===== src/rtl/restoring_divider_pkg.sv =====
// Shared types and sizing for the 4-bit restoring divider.
// Optional feature macro: DIV_ZERO_DETECT_EN.
package restoring_divider_pkg;

    localparam int WIDTH = 4;
    localparam int ITER  = 4;
    localparam int CNT_W = $clog2(ITER);

    typedef enum logic [1:0] {
        IDLE = 2'd0,
        CALC = 2'd1,
        DONE = 2'd2
    } state_t;

endpackage


===== src/rtl/restoring_divider_4bit_sub.sv =====
// Ripple-borrow parallel subtractor: diff = a - b - borrow_in.
// Used as the only subtraction datapath of the divider.
module parallel_subtractor_4bit
    import restoring_divider_pkg::*;
(
    input  logic [WIDTH-1:0] a,
    input  logic [WIDTH-1:0] b,
    input  logic             borrow_in,
    output logic [WIDTH-1:0] diff,
    output logic             borrow_out
);

    logic [WIDTH:0] bw;

    assign bw[0] = borrow_in;

    for (genvar i = 0; i < WIDTH; i++) begin : g_bit
        assign diff[i]  = a[i] ^ b[i] ^ bw[i];
        assign bw[i+1]  = (~a[i] & b[i]) | (~(a[i] ^ b[i]) & bw[i]);
    end

    assign borrow_out = bw[WIDTH];

endmodule


===== src/rtl/restoring_divider_4bit.sv =====
// Multi-cycle 4-bit unsigned restoring divider, one quotient bit per cycle.
// Define DIV_ZERO_DETECT_EN to short-circuit D==0 straight to DONE.
module restoring_divider_4bit
    import restoring_divider_pkg::*;
(
    input  logic             clk,
    input  logic             rst,
    input  logic             start,
    input  logic [WIDTH-1:0] dividend,
    input  logic [WIDTH-1:0] divisor,
    output logic             busy,
    output logic             done,
    output logic [WIDTH-1:0] quotient,
    output logic [WIDTH-1:0] remainder,
    output logic             div_by_zero
);

    state_t           state;
    state_t           next_state;
    logic [WIDTH-1:0] a_sr;
    logic [WIDTH-1:0] d_reg;
    logic [WIDTH-1:0] prem;
    logic [WIDTH-1:0] q_sr;
    logic [CNT_W-1:0] count;
    logic [WIDTH-1:0] trial;
    logic [WIDTH-1:0] diff;
    logic [WIDTH-1:0] prem_next;
    logic             borrow;
    logic             q_bit;
    logic             last_iter;
    logic             zero_div;

`ifdef DIV_ZERO_DETECT_EN
    assign zero_div = (divisor == '0);
`else
    assign zero_div = 1'b0;
`endif

    // prem < 2**i before iteration i, so prem[3] is never lost by the shift
    assign trial     = {prem[WIDTH-2:0], a_sr[WIDTH-1]};
    assign q_bit     = ~borrow;
    assign prem_next = borrow ? trial : diff;
    assign last_iter = (count == CNT_W'(ITER - 1));

    parallel_subtractor_4bit u_sub (
        .a          (trial),
        .b          (d_reg),
        .borrow_in  (1'b0),
        .diff       (diff),
        .borrow_out (borrow)
    );

    always_ff @(posedge clk or posedge rst) begin
        if (rst) state <= IDLE;
        else     state <= next_state;
    end

    always_comb begin
        next_state = state;
        case (state)
            IDLE:    if (start) next_state = zero_div ? DONE : CALC;
            CALC:    if (last_iter) next_state = DONE;
            DONE:    next_state = IDLE;
            default: next_state = IDLE;
        endcase
    end

    always_ff @(posedge clk or posedge rst) begin
        if (rst) begin
            a_sr        <= '0;
            d_reg       <= '0;
            prem        <= '0;
            q_sr        <= '0;
            count       <= '0;
            quotient    <= '0;
            remainder   <= '0;
            div_by_zero <= 1'b0;
        end else begin
            case (state)
                IDLE: begin
                    if (start) begin
                        a_sr  <= dividend;
                        d_reg <= divisor;
                        prem  <= '0;
                        q_sr  <= '0;
                        count <= '0;
                        if (zero_div) begin
                            quotient    <= '1;
                            remainder   <= dividend;
                            div_by_zero <= 1'b1;
                        end
                    end
                end
                CALC: begin
                    a_sr  <= {a_sr[WIDTH-2:0], 1'b0};
                    prem  <= prem_next;
                    q_sr  <= {q_sr[WIDTH-2:0], q_bit};
                    count <= count + 1'b1;
                    if (last_iter) begin
                        quotient    <= {q_sr[WIDTH-2:0], q_bit};
                        remainder   <= prem_next;
                        div_by_zero <= 1'b0;
                    end
                end
                default: ;
            endcase
        end
    end

    assign busy = (state == CALC);
    assign done = (state == DONE);

endmodule


===== config.mk =====
export PLATFORM = sky130hd
export DESIGN_NAME = restoring_divider_4bit
export DESIGN_NICKNAME = d
export VERILOG_FILES = /design/src/rtl/restoring_divider_pkg.sv /design/src/rtl/restoring_divider_4bit_sub.sv /design/src/rtl/restoring_divider_4bit.sv
export SDC_FILE = /design/constraint.sdc
export NUM_CORES = 1
export LEC_CHECK = 0
export CORE_MARGIN = 2
export CORE_UTILIZATION = 50
export DETAILED_ROUTE_END_ITERATION = 6
export DONT_BUFFER_PORTS = 1
export PLACE_DENSITY = 0.68
export SETUP_SLACK_MARGIN = 0.05
export SYNTH_ARGS = -nofsm -noshare
export SYNTH_HDL_FRONTEND = slang
export SYNTH_SLANG_ARGS = --single-unit

===== constraint.sdc =====
create_clock -name clk -period 2.3 [get_ports clk]
set_clock_uncertainty 0.2 [all_clocks]
set_input_delay 0.46 -clock clk [delete_from_list [all_inputs] [get_ports clk]]
set_output_delay 0.46 -clock clk [all_outputs]
set_load 0.02 [all_outputs]

==> qor.yml <==
hold_depth: 1
synth_cells: 99
dieArea_um2: 2780
rsz0062_at_grt: "true"
ir_worst_vdd_uv: 779
worst-r2r-setup-slack_ns: -0.02
synth-compound-area-share: 0.137
cts.path.max_buffers: 2
holdPathEnd: "d_reg[0]"
drt-total-wl_mm: 2.00
required_ns: 2.30
initial_core_util: 0.531
whs_ns: 0.0811
synth_area_leader_cell: "dfrtp_1"
clk_latency_ns: 0.31
r2r-start: "a_sr[3]"
drive_above_1_share: 0.275
io_buffers: 0
first_iter_violations: 19
track_usage: 0.184
period_needed_ns: 2.32
crit_fanout: 8
final.setup.tns_ns: -0.0249
drtPass1Iterations: 4
grt_max_degree: 17
min_period_over_period: 1.01
cts.sinks: 26
viasPerCell: 5.52
synth_cell_types: 21
cp.buffers_inverters: 4
synthTopCellsByArea: "dfrtp_1, mux2_2, fa_1, o21ai_0, inv_1"
grt_pass1_vias: 782
wire_per_inst_um: 15.3
status: "finished, violations left"
r2r_cells: 10
synth_top_area_share: 0.549
htree_levels: 1
drv_slew: 0
path_delay_family: "adder cells"
crit_slowest_cell: "fa_2"
num_antenna_cells: 0
vias: 717
max_slew_margin: 0.597
ant_nets: 0
hpwl_mm: 1.47
p_per_area_nw_per_um2: 1640
synthXorXnorAreaFrac: 0
ys_warn_count: 0
min_path_type: "in -> reg"
syn_avg_cell_area_um2: 12.0
synth_top_family_by_area: "compound AO/OA/AOI/OAI gates"
setup_slack_ns: -0.0212
clk_pin_slew_worst_paths_ns: 0.14
drcViolationCount: 0
hold_viol_final: 0
fmax_ghz: 0.431
grt_pass1_wl_mm: 3.66
fin_nets: 119
syn-num-nets: 115
coreArea_um2: 2230
start_kind: "flop"
netlist_area_um2: 1180
p_leak_nw: 0.599
cap_violations: 0
yosysSeqAreaShare: 0.549
fp.dieW_um: 52.7
io_pins: 22
synthAdderAreaFrac: 0.0718
slowest_delay_ns: 0.44
violations: "setup timing"
crit_type: "reg -> reg"
gr-total-overflow: 0
end_kind: "flop"
cts_buffers: 3
cts_setup_buffers: 0
crit_chain: "inv_1 -> ha_1 -> inv_1 -> fa_2 -> inv_2 -> fa_2 -> inv_2 -> fa_2 -> mux2i_2 -> o21ai_1"
ys_ff_latch: 26
setup_viol_count_final: 2
cp_common_cell: "fa_2"
cts_root_buffer: "clkbuf_4"
hold_start: "divisor[0]"
tightest_slew_ns: 0.604
cts_tree: "done"
fp-row-count: 17
rr_endpoint: "remainder[1]"
cp.arrival_ns: 2.32
antenna_found_initial: 0
dieHeight_um: 52.7
syn2layout_area_growth_pct: 7.08
yosys.area_share.simple: 0.0760
gp_congestion: 0.857
synth.area.mux_share: 0.0961
-- cells in the mapped netlist (all sizes together) --
cell type / number
o22ai: 6
mux2i: 2
a21oi: 4
dfrtp: 26
nand2b: 2
a22o: 5
conb: 1
o21ai: 10
buf: 3
inv: 12
nand2: 10
ha: 2
clkbuf: 1
mux2: 8
nand3b: 1
o21bai: 1
nor2: 2
fa: 3
-- layer usage --
layer | vias to the layer above | global-route usage | share of wire | routed length (µm)
met4 | 0 | 0.0641 | 0.0060 | 12
met2 | 17 | 0.296 | 0.48 | 959
met1 | 355 | 0.249 | 0.47 | 943
li1 | 343 | - | - | -
met3 | 2 | 0.0314 | 0.040 | 80
met5 | - | 0 | 0 | 0
-- timing repair --
| item | 4_1_cts | 5_1_grt |
|---|---|---|
| endpoints found under the hold margin | 15 | 0 |
| setup endpoints to repair | 9 | 9 |
| hold buffers | 1 | 0 |
| pin swaps | 3 | 4 |
| gates resized for setup | 10 | 6 |
| gates cloned | 0 | 0 |
-- power by group --
| part | switching, mW | leakage [nW] | internal [mW] |
|---|---|---|---|
| sequential | 0.251 | 0.321 | 0.674 |
| clock | 0.128 | 0.0210 | 0.0966 |
| combinational | 0.490 | 0.258 | 0.441 |
| total | 0.869 | 0.599 | 1.21 |
-- cells by family (layout without fill, tap and decap cells) --
logic type	after synthesis	count (layout)
flops	26	26
mux	10	10
buf+inv	16	19
simple gates	15	15
compound gates	26	26
other cells	1	1
fa+ha+maj	5	5
-- area by class of cell --
cell class | count | area, µm²
clock buffer | 4 | 36.3
fill | 187 | 965
inverter | 12 | 45.0
multi-input combinational | 57 | 477
sequential | 26 | 651
tap | 28 | 35.0
timing repair buffer | 3 | 25.0
-- worst max-delay path by stage --
stage,end,cells after the start,slack (ns),from
2_1_floorplan,quotient[0],10,0.06,a_sr[3]
3_3_place_gp,remainder[0],10,0.002,a_sr[3]
3_5_place_dp,remainder[0],10,-0.08,a_sr[3]
4_1_cts,prem[1],10,-0.01,a_sr[3]
5_1_grt,remainder[1],10,-0.12,a_sr[3]
6_report,remainder[1],10,-0.02,a_sr[3]
-- per-stage QoR --
| step | util | power, mW | std cells | cell area, µm² | setup WS [ns] |
|---|---|---|---|---|---|
| 2_1_floorplan | - | 1.61 | 99 | 1200 | 0.0566 |
| 3_3_place_gp | 0.539 | 1.72 | 125 | 1200 | 0.00236 |
| 3_5_place_dp | 0.539 | 1.77 | 125 | 1200 | -0.0827 |
| 4_1_cts | 0.565 | 2.05 | 130 | 1260 | -0.0135 |
| 5_1_grt | 0.568 | 2.31 | 130 | 1270 | -0.124 |
| 6_report | 0.568 | 2.08 | 130 | 1270 | -0.0212 |
-- placed cells by master, fill, tap and decap left out, types with 2 or more instances in the layout --
master / Yosys / final
dfrtp_1: 26 / 26
inv_1: 12 / 10
nand2_1: 10 / 9
mux2_2: 7 / 7
o21ai_1: 0 / 7
o22ai_1: 6 / 6
a22o_1: 5 / 5
a21oi_1: 4 / 4
fa_2: 0 / 3
clkbuf_4: 0 / 3
nand2b_2: 2 / 2
o21ai_2: 0 / 2
inv_2: 0 / 2
ha_1: 2 / 2
buf_4: 1 / 2
(Power assumes the default switching activity.)
